==> src/rtl/stereo_pkg.sv <==
// Shared types and defaults for the stereo census / matching-cost path.
package stereo_pkg;

    localparam int IMG_WIDTH_DEF  = 256;
    localparam int IMG_HEIGHT_DEF = 256;
    localparam int DATA_W_DEF     = 8;
    localparam int CENSUS_W       = 8;

    typedef enum logic [1:0] {IDLE, RUN, DONE} state_t;

    typedef logic [CENSUS_W-1:0] census_t;

    // Raster position (0..8, centre = 4) feeding census bit b; bit7 is r1c0.
    function automatic int nb_idx(input int b);
        return ((7 - b) < 4) ? (7 - b) : (8 - b);
    endfunction

endpackage

==> src/rtl/census_cmp3x3.sv <==
// Combinational 3x3 census: nine raster-ordered pixels in, eight neighbour bits out.
// Optional CENSUS_THRESH_EN: a bit is set only when centre exceeds neighbour by more than CENSUS_THRESH.
module census_cmp3x3
    import stereo_pkg::*;
#(
    parameter int DATA_W = DATA_W_DEF
`ifdef CENSUS_THRESH_EN
    ,parameter int CENSUS_THRESH = 2
`endif
) (
    input  logic [8:0][DATA_W-1:0] win,
    output census_t                census
);

    logic [DATA_W-1:0] ctr;
    assign ctr = win[4];

`ifdef CENSUS_THRESH_EN
    localparam logic [DATA_W:0] THR = (DATA_W+1)'(CENSUS_THRESH);
`endif

    for (genvar b = 0; b < CENSUS_W; b++) begin : g_bit
        localparam int IDX = nb_idx(b);
`ifdef CENSUS_THRESH_EN
        // Extra bit carries the borrow so a neighbour brighter than centre never sets the bit.
        logic [DATA_W:0] diff;
        assign diff      = {1'b0, ctr} - {1'b0, win[IDX]};
        assign census[b] = !diff[DATA_W] && (diff > THR);
`else
        assign census[b] = win[IDX] < ctr;
`endif
    end

endmodule

==> src/rtl/left_census_window.sv <==
// Left-image 3x3 sliding window + census; throttles the line-buffer reader via o_read_request.
// Optional CENSUS_THRESH_EN adds parameter CENSUS_THRESH (see census_cmp3x3).
module left_census_window
    import stereo_pkg::*;
#(
    parameter int IMG_WIDTH  = IMG_WIDTH_DEF,
    parameter int IMG_HEIGHT = IMG_HEIGHT_DEF,
    parameter int DATA_W     = DATA_W_DEF,
    parameter int REQ_SLACK  = 3
`ifdef CENSUS_THRESH_EN
    ,parameter int CENSUS_THRESH = 2
`endif
) (
    input  logic                clk,
    input  logic                rst,
    input  logic [DATA_W-1:0]   i_row1,
    input  logic [DATA_W-1:0]   i_row2,
    input  logic [DATA_W-1:0]   i_row3,
    input  logic                i_valid,
    input  logic                i_ready,
    output logic                o_read_request,
    output logic [CENSUS_W-1:0] o_census,
    output logic [DATA_W-1:0]   o_center,
    output logic                o_valid,
    output logic                o_line_end,
    output logic                o_frame_end
);

    localparam int STAGES = 1;
    localparam int COL_W  = (IMG_WIDTH  > 1) ? $clog2(IMG_WIDTH)  : 1;
    localparam int ROW_W  = (IMG_HEIGHT > 1) ? $clog2(IMG_HEIGHT) : 1;

    // Request is registered, so downstream always sees at least one trailing code.
    if (IMG_WIDTH < 3 || IMG_HEIGHT < 1 || REQ_SLACK < 1) begin : g_bad_cfg
        $error("left_census_window: unsupported configuration");
    end

    state_t            state, state_nxt;
    logic [COL_W-1:0]  col;
    logic [ROW_W-1:0]  row;
    logic [STAGES:0]   vld_pipe;

    // Two stored columns per row; the incoming triple is the third (newest) column.
    logic [1:0][DATA_W-1:0] h1, h2, h3;
    logic [8:0][DATA_W-1:0] win;
    census_t                census_nxt;

    logic accept, line_last, win_done, frame_last;

    assign accept     = i_valid && (state != DONE);
    assign line_last  = (col == COL_W'(IMG_WIDTH - 1));
    assign win_done   = accept && (col >= COL_W'(2));
    assign frame_last = accept && line_last && (row == ROW_W'(IMG_HEIGHT - 1));
    assign vld_pipe[0] = win_done;
    assign o_valid     = vld_pipe[STAGES];

    assign win = {i_row3, h3[0], h3[1],
                  i_row2, h2[0], h2[1],
                  i_row1, h1[0], h1[1]};

    census_cmp3x3 #(
        .DATA_W        (DATA_W)
`ifdef CENSUS_THRESH_EN
        ,.CENSUS_THRESH(CENSUS_THRESH)
`endif
    ) u_cmp (
        .win    (win),
        .census (census_nxt)
    );

    always_comb begin
        state_nxt = state;
        case (state)
            IDLE:    if (i_valid) state_nxt = RUN;
            RUN:     if (frame_last) state_nxt = DONE;
            DONE:    state_nxt = IDLE;
            default: state_nxt = IDLE;
        endcase
    end

    always_ff @(posedge clk or negedge rst) begin
        if (!rst) begin
            state          <= IDLE;
            col            <= '0;
            row            <= '0;
            h1             <= '0;
            h2             <= '0;
            h3             <= '0;
            vld_pipe[STAGES:1] <= '0;
            o_census       <= '0;
            o_center       <= '0;
            o_line_end     <= 1'b0;
            o_frame_end    <= 1'b0;
            o_read_request <= 1'b0;
        end else begin
            state              <= state_nxt;
            vld_pipe[STAGES:1] <= vld_pipe[STAGES-1:0];
            o_line_end         <= win_done && line_last;
            o_frame_end        <= (state == DONE);
            o_read_request     <= (state_nxt == RUN) && i_ready;

            if (accept) begin
                h1 <= {h1[0], i_row1};
                h2 <= {h2[0], i_row2};
                h3 <= {h3[0], i_row3};
                if (line_last) begin
                    col <= '0;
                    row <= row + ROW_W'(1);
                end else begin
                    col <= col + COL_W'(1);
                end
            end

            if (win_done) begin
                o_census <= census_nxt;
                o_center <= h2[0];
            end

            if (state == DONE) begin
                col <= '0;
                row <= '0;
            end
        end
    end

endmodule

==> config.mk <==
export PLATFORM = sky130hd
export DESIGN_NAME = left_census_window
export DESIGN_NICKNAME = d
export VERILOG_FILES = /design/src/rtl/stereo_pkg.sv /design/src/rtl/census_cmp3x3.sv /design/src/rtl/left_census_window.sv
export SDC_FILE = /design/constraint.sdc
export NUM_CORES = 1
export LEC_CHECK = 0
export ABC_AREA = 1
export CORE_ASPECT_RATIO = 0.7
export CORE_MARGIN = 4
export CORE_UTILIZATION = 50
export CTS_CLUSTER_SIZE = 28
export DETAILED_ROUTE_END_ITERATION = 10
export PLACE_DENSITY = 0.76
export SLEW_MARGIN = 10
export SYNTH_ARGS = -nofsm -noshare
export SYNTH_HDL_FRONTEND = slang
export SYNTH_SLANG_ARGS = --single-unit
==> constraint.sdc <==
create_clock -name clk -period 1.4 [get_ports clk]
set_input_delay 0.28 -clock clk [delete_from_list [all_inputs] [get_ports clk]]
set_output_delay 0.28 -clock clk [all_outputs]
set_load 0.1 [all_outputs]
---- Word level (Yosys, flattened, before mapping) ----
Cells that the tools add are included.
cells by class
  add/subtract/negate cells ............... 2
  magnitude comparators ................... 9
  eq/ne operators ......................... 6
  multiplexer cells ....................... 9
  reductions and logical operators ........ 10
operator list
  operator               count
  $lt A8 B8 Y1           8
  $mux W8                6
  $add A8 B1 Y8 const B  2
  $eq A8 B8 Y1 const B   2
  $ge A8 B2 Y1 const B   1
  $logic_and A1 B1 Y1    6
  $eq A2 B1 Y1 const B   2
  $mux W2                2
  $pmux W2 S2            1
  $reduce_bool A2 Y1     2
  $eq A2 B2 Y1 const B   1
  $logic_not A2 Y1       1
  $ne A2 B2 Y1 const B   1
  $reduce_and A2 Y1      1
word-level totals
  register bits ........................... 86
  input port bits ......................... 28
  output and inout bits ................... 20
  word-level logic and storage cells ...... 51

---- Depth between registers and ports, before layout ----
Gate-level depths: netlist of the first run.
  word-level depth ........................ 8
  depth in mapped cells ................... 9
  gate-level depth less buffers ........... 9

---- Cells and area by module ----
A second synthesis of the first run with hierarchy kept.
second synthesis, totals
  cell total of the unflattened synthesis .. 602
  area, all modules ....................... 5,139.9 um2
by module, submodules not included
  module              times used  cells each  area an instance (um2)  seq. area each (um2)
  left_census_window  1           402         3,811.2                 2,152.1
  census_cmp3x3       1           200         1,328.8                 0.0

---- Worst setup path before layout of the first run ----
No wires, ideal clock.
  path type ............................... register to register
  start point ............................. register col[0]
  end point ............................... register o_center[5]
  library setup time ...................... 0.077 ns
  arrival ................................. 1.275 ns
  required time ........................... 1.323 ns
  setup slack ............................. 0.049 ns
  cell stages (with the launch flop) ...... 9
  buffers on the path ..................... 1
  clock period less this slack ............ 1.351 ns
  cell sequence ........................... dfrtp_1 -> inv_1 -> ha_1 -> nor2_1 -> nand2_1 -> o21ai_4 -> buf_4 -> nand2_1 -> o21ai_1
between the ends
  longest elaborated chain between the ends .. 2
ends and longest elaborated chain
  what                    RTL line                   RTL
  from (decl)             left_census_window.sv:39   logic [COL_W-1:0] col;
  from (signal assigned)  left_census_window.sv:110  col <= col + COL_W'(1);
  $ge A8 B2 Y1            left_census_window.sv:52   assign win_done = accept && (col >= COL_W'(2));
  $logic_and A1 B1 Y1     left_census_window.sv:52
  to (signal assigned)    left_census_window.sv:116  o_center <= h2[0];
  to (decl)               left_census_window.sv:23   output logic [DATA_W-1:0] o_center,
No other way between the ends.
A chain may end at the register's enable or synchronous reset.

---- Final worst setup path of the first run ----
  start point ............................. register col[1]
  end point ............................... register o_center[5]
Same word-level chain as after synthesis.

==> results.tsv, run 1 <==
stage	metric	value	unit
power_and_ir_drop	Int Power	0.00548	W
yosys	number of distinct library cells after synthesis	25	
placed_design	DP Area	5960	um^2
yosys	post-synth top area share	44.8	%
sta	Clock Skew	0.00575	ns
finish	area grow syn2layout	35.1	%
power_and_ir_drop	switching part of the total	35.5	%
routing	via count	4124	
worst_setup_path	startpoint types	register	
global_routing	vias in the first global route	4130	
finish	n_diodes	0	
floorplanning	row count	29	
floorplanning	core region area	9220	um^2
global_routing	first-pass GRT wire length	19300	um
worst_setup_path	crit end category	register	
worst_setup_path	number of cells on the worst reg-to-reg path	7	
clock_tree	clock root cell	clkbuf_16	
floorplanning	Die W	125	um
routing	Pre-antenna DRT Iters	5	
sta	RSZ-0062 raised after global routing	yes	
power_and_ir_drop	peak supply drop	0.000776	V
sta	Max-slew headroom	76.6	%
worst_setup_path	WP data arrival	1.72	ns
run_status	status	finished with violations	
sta	Final Slew Violations	0	
worst_setup_path	Crit Path Class	reg -> reg	
sta	final hold violation count	0	
job	number of max-cap violations	0	
routing	WL final	11600	um
clock_tree	cts bufs inserted	9	
routing	Initial DRC Count	224	
clock_tree	Clock Tree Buf Depth	2	
hold_path	Worst Hold Class	in -> async	
clock_tree	CTS tree	yes	
sta	Worst-Margin Slew	0.350	ns
floorplanning	Die ar.	11300	um^2
yosys	top cells by area, synth	dfrtp_1 (45%), ha_1 (15%), nand2_1 (13%), o21ai_0 (7.1%), inv_1 (4.5%)	
placed_design	Detail Placement HPWL	8320	um
sta	FMAX	668	MHz
power_and_ir_drop	pwr dens	1310	nW/um^2
clock_tree	H-tree Lvls	3	
floorplanning	initial core utilization	52.1	%
finish	share of layout cells above drive strength 1	19.1	%
finish	Design Area, Final	6490	um^2
placed_design	input/output buffers	47	
yosys	syn_area_per_cell	8.46	um^2
yosys	post-synth top area cell	dfrtp_1	
global_routing	largest net degree at the start of global routing	33	
sta	final worst slack	-0.0980	ns
floorplanning	die height	90.0	um
sta	Final Cycle Share	107	%
clock_tree	CTS clk-pin slew, worst paths	0.06	ns
floorplanning	IO Pins	48	
placed_design	RePlAce Congestion	0.855	
sta	WHS	0.365	ns
clock_tree	Clock Sinks	86	
routing	drt wl/cell	14.8	um
global_routing	total gr overflow	0	
yosys	Post-Synthesis Cell Area	4800	um^2
routing	Post-route DRC	0	
routing	DRT antenna net count	0	
yosys	Post-Synthesis Cells	568	
global_routing	antenna violations before repair	0	
power_and_ir_drop	register share of total power	36.9	%
sta	# setup viols final	28	
worst_setup_path	worst endpoint required time	1.63	ns
finish	commonest non-fill, non-tap cell in the layout	nand2_1	
clock_tree	clk_lat worst skew	0.34	ns
sta	Setup TNS	-1.41	ns
finish	leading cell types in the layout, fill and taps excluded	nand2_1 (158), dfrtp_1 (84), o21ai_0 (63), ha_1 (57), inv_1 (54)	
power_and_ir_drop	Pleak	3.28	nW
power_and_ir_drop	Pwr Total	0.00850	W
sta	Final min period	1.50	ns
worst_setup_path	critical path peak fanout	6	
run_status	failing checks	negative setup slack	
power_and_ir_drop	Net Sw Power	0.00302	W
yosys	syn nets	655	
yosys	count of state elements after synthesis	86	
power_and_ir_drop	Logic pwr share	34.7	%
yosys	Synth Warn #	0	
finish	Net count, final	745	
placed_design	pre-CTS setup slack	-0.222	ns
yosys	Seq/Total Area, Yosys	44.8	%
global_routing	gr usage total	21.0	%
routing	number of vias per cell	5.25	
power_and_ir_drop	Clock Power Share	28.3	%
## cells in the mapped netlist, drive strengths merged
| cell type | number |
|---|---|
| clkbuf | 5 |
| dfrtp | 86 |
| ha | 59 |
| o21ai | 81 |
| nand3 | 14 |
| nand4 | 2 |
| xnor2 | 1 |
| xor2 | 1 |
| buf | 10 |
| nor2 | 40 |
| inv | 60 |
| a21oi | 35 |
| or2 | 1 |
| nand2 | 169 |
| nor3 | 4 |
## path summary, 6_finish.rpt
check | to | start | slack, ns
setup reg to reg | o_center[5] | col[1] | -0.1
hold reg to reg | h3[8] | h3[8] | 0.48
min in group clk | h3[8] | h3[8] | 0.48
hold / removal | col[2] | rst | 0.36
setup / recovery | o_center[5] | col[1] | -0.1
max in group asynchronous | h2[12] | rst | 0.55
## layout make-up
class / instances / area [um^2]
Fill cell: 692 / 2730
Multi-Input combinational cell: 407 / 2450
Sequential cell: 86 / 2150
Timing Repair Buffer: 94 / 1200
Clock buffer: 11 / 253
Inverter: 60 / 230
Tap cell: 124 / 155
Clock inverter: 3 / 45.0
## through the flow
stage               instances  utilization, %
floorplan                 568               -
global placement          764            64.6
detailed placement        764            64.6
CTS                       783            68.7
global route              785            70.4
finish                    785            70.4
## registers in the layout, summed over array words and instances, names as in the netlist
register	count
h1	16
h2	16
h3	16
col	8
o_census	8
o_center	8
row	8
state	2
o_frame_end	1
o_line_end	1
o_read_request	1
o_valid	1
## power by group through the flow
| stage | combinational, W | sequential [W] | clock, W |
|---|---|---|---|
| 2_1_floorplan | 0.000994 | 0.00372 | 0 |
| 3_3_place_gp | 0.00262 | 0.00312 | 0 |
| 3_5_place_dp | 0.00271 | 0.00314 | 0 |
| 4_1_cts | 0.00278 | 0.00310 | 0.00244 |
| 5_1_grt | 0.00324 | 0.00319 | 0.00257 |
| 6_report | 0.00295 | 0.00314 | 0.00241 |
## layer usage
metal	GRT usage, %	routed length, um	up-vias
li1	-	-	2032
met1	27.4	5310	1959
met2	34.1	5490	112
met3	6.46	587	21
met4	5.78	212	0
met5	0	0	-
## repair_timing
action,4_1_cts,5_1_grt
hold buffers,1,0
setup buffers,3,1
endpoints found under the setup margin,17,35
endpoints found under the hold margin,14,0
gates cloned,1,1
pin swaps,7,8
gates resized for setup,9,38
## logic make-up after synthesis
group           Yosys count  synth area share, %
xor+xnor                  2                0.365
compound gates          116                 12.6
flops                    86                 44.8
fa+ha+maj                59                 15.4
simple gates            230                 20.1
buf+inv                  75                 6.80
## critical path: stages, from the launching register on
cell,delay [ns]
dfrtp_2,0.44
ha_4,0.17
nor2_4,0.10
nand2_2,0.07
o21ai_4,0.22
buf_6,0.17
clkbuf_16,0.15
o21ai_1,0.05
Power figures use the tool's default switching activity.
==> inputs of run 2 (changes only) <==
Settings changed: CORE_ASPECT_RATIO 0.7 to 1.25.
==> results.tsv, run 2 (synthesis gave the netlist of run 1 again) <==
stage	metric	value	unit	change
run_status	status	finished with violations		
run_status	failing checks	negative setup slack		
placed_design	Detail Placement HPWL	8430	um	+1.4%
finish	commonest non-fill, non-tap cell in the layout	nand2_1		
clock_tree	CTS tree	yes		
sta	Max-slew headroom	76.9	%	+0.26 points
finish	biggest registers after layout	h1 (16), h2 (16), h3 (16)		
routing	via count	4284		+3.9%
worst_setup_path	WP data arrival	1.71	ns	about the same
sta	Final min period	1.48	ns	-0.0162 ns
clock_tree	CTS clk-pin slew, worst paths	0.06	ns	about the same
hold_path	Worst Hold Class	in -> async		
global_routing	total gr overflow	0		unchanged
power_and_ir_drop	Logic pwr share	37.0	%	+2.3 points
finish	Multi-input gate area	2540	um^2	+3.9%
finish	leading cell types in the layout, fill and taps excluded	nand2_1 (149), dfrtp_1 (86), o21ai_0 (63), inv_1 (52)		
routing	Initial DRC Count	199		-11%
sta	final hold violation count	0		unchanged
global_routing	gr usage total	22.6	%	+1.6 points
power_and_ir_drop	pwr dens	1250	nW/um^2	-4.3%
clock_tree	clk_lat worst skew	0.34	ns	about the same
placed_design	input/output buffers	47		unchanged
worst_setup_path	crit end category	register		
clock_tree	clock root cell	clkbuf_16		
job	number of max-cap violations	0		unchanged
sta	Worst-Margin Slew	0.346	ns	-0.00390 ns
finish	Fillers	655		-5.3%
floorplanning	initial core utilization	51.8	%	-0.31 points
worst_setup_path	worst endpoint required time	1.63	ns	about the same
power_and_ir_drop	Pwr Total	0.00832	W	-2.1%
sta	Final Cycle Share	106	%	-1.2 points
worst_setup_path	startpoint types	register		
power_and_ir_drop	Pleak	3.32	nW	+1.4%
routing	number of vias per cell	5.33		+1.4%
power_and_ir_drop	switching part of the total	36.8	%	+1.3 points
sta	FMAX	675	MHz	+1.1%
placed_design	RePlAce Congestion	0.835		-2.4%
sta	Final Slew Violations	0		unchanged
sta	final worst slack	-0.0819	ns	+0.0162 ns
sta	# setup viols final	31		+11%
floorplanning	die height	118	um	+31%
placed_design	Cells after DPL	773		+1.2%
routing	DRT antenna net count	0		unchanged
worst_setup_path	critical path peak fanout	4		-2
power_and_ir_drop	register share of total power	37.4	%	+0.5 points
floorplanning	row count	39		+34%
power_and_ir_drop	Clock Power Share	25.5	%	-2.8 points
power_and_ir_drop	Net Sw Power	0.00306	W	+1.3%
power_and_ir_drop	peak supply drop	0.000860	V	+11%
floorplanning	core region area	9270	um^2	+0.60%
sta	Clock Skew	0.00543	ns	-0.000322 ns
global_routing	vias in the first global route	4399		+6.5%
placed_design	pre-CTS setup slack	-0.342	ns	-0.120 ns
finish	area grow syn2layout	38.2	%	
finish	share of layout cells above drive strength 1	23.9	%	+4.9 points
routing	Pre-antenna DRT Iters	4		-1
worst_setup_path	Crit Path Class	reg -> reg		
sta	WHS	0.349	ns	-0.0160 ns
routing	drt wl/cell	15.2	um	+3.0%
floorplanning	Die ar.	11300	um^2	-0.14%
clock_tree	cts bufs inserted	9		unchanged
routing	Post-route DRC	0		unchanged
clock_tree	Clock Sinks	86		unchanged
routing	WL final	12200	um	+5.5%
global_routing	largest net degree at the start of global routing	29		-12%
sta	Setup TNS	-1.37	ns	+0.0384 ns
finish	Net count, final	764		+2.6%
power_and_ir_drop	Int Power	0.00526	W	-4.1%
global_routing	antenna violations before repair	0		unchanged
finish	FF/Latch Area	2150	um^2	-0.12%
finish	n_diodes	0		unchanged
clock_tree	Clock Tree Buf Depth	2		unchanged
finish	non-filler cells, final	804		+2.4%
floorplanning	Die W	95.7	um	-24%
sta	RSZ-0062 raised after global routing	yes		
floorplanning	IO Pins	48		unchanged
global_routing	first-pass GRT wire length	20000	um	+3.5%
clock_tree	H-tree Lvls	3		unchanged
run 2: layout make-up:
cell class	instances	area share, %
clock buffer	10	3.45
clock inverter	5	0.415
inverter	60	3.52
multi-input combinational	407	38.3
sequential	86	32.4
tap	123	2.32
timing repair buffer	113	19.6
run 2: power by group through the flow:
stage          registers, W  logic, W  clock network (W)
3_5_place_dp        0.00313   0.00276                  0
4_1_cts             0.00310   0.00299            0.00216
6_report            0.00311   0.00308            0.00212
5_1_grt             0.00315   0.00333            0.00226
2_1_floorplan       0.00372  0.000994                  0
3_3_place_gp        0.00312   0.00267                  0
run 2: worst paths after layout:
kind,from,end,slack (ns),cells after the start
min in group clk,i_ready,o_read_request,0.47,3
max in group asynchronous,rst,h3[5],0.54,3
setup / recovery,col[1],col[5],-0.08,9
hold / removal,rst,h1[1],0.35,2
setup reg to reg,col[1],col[5],-0.08,9
hold reg to reg,h3[8],h3[8],0.48,2
run 2: layer usage:
layer	GRT usage [%]	routed length [um]	share of wire (%)	up-vias
met1	23.6	4440	36	2051
met2	40.5	6640	54	99
met5	0	0	0	-
met4	14.8	808	6.6	0
met3	3.20	350	2.9	52
li1	-	-	-	2082
run 2: through the flow:
stage / area [um^2] / util (%)
6_report: 6640 / 71.6
5_1_grt: 6640 / 71.6
4_1_cts: 6550 / 70.6
2_1_floorplan: 4800 / -
3_3_place_gp: 6010 / 64.8
3_5_place_dp: 6010 / 64.8
run 2: critical path, stage by stage (launching register included):
cell     delay (ns)
dfrtp_1        0.41
buf_4          0.15
buf_4          0.12
buf_4          0.12
nand3_1        0.12
inv_1          0.07
nand3_1        0.11
inv_1          0.08
a21oi_1        0.13
nor2_1         0.06
run 2: repair_timing:
action	CTS	global route
buffers inserted	12	4
cloned	2	0
pin swaps	19	18
endpoints found under the hold margin	12	0
resized for setup	39	29
endpoints found under the setup margin	33	37
hold buffers	1	0
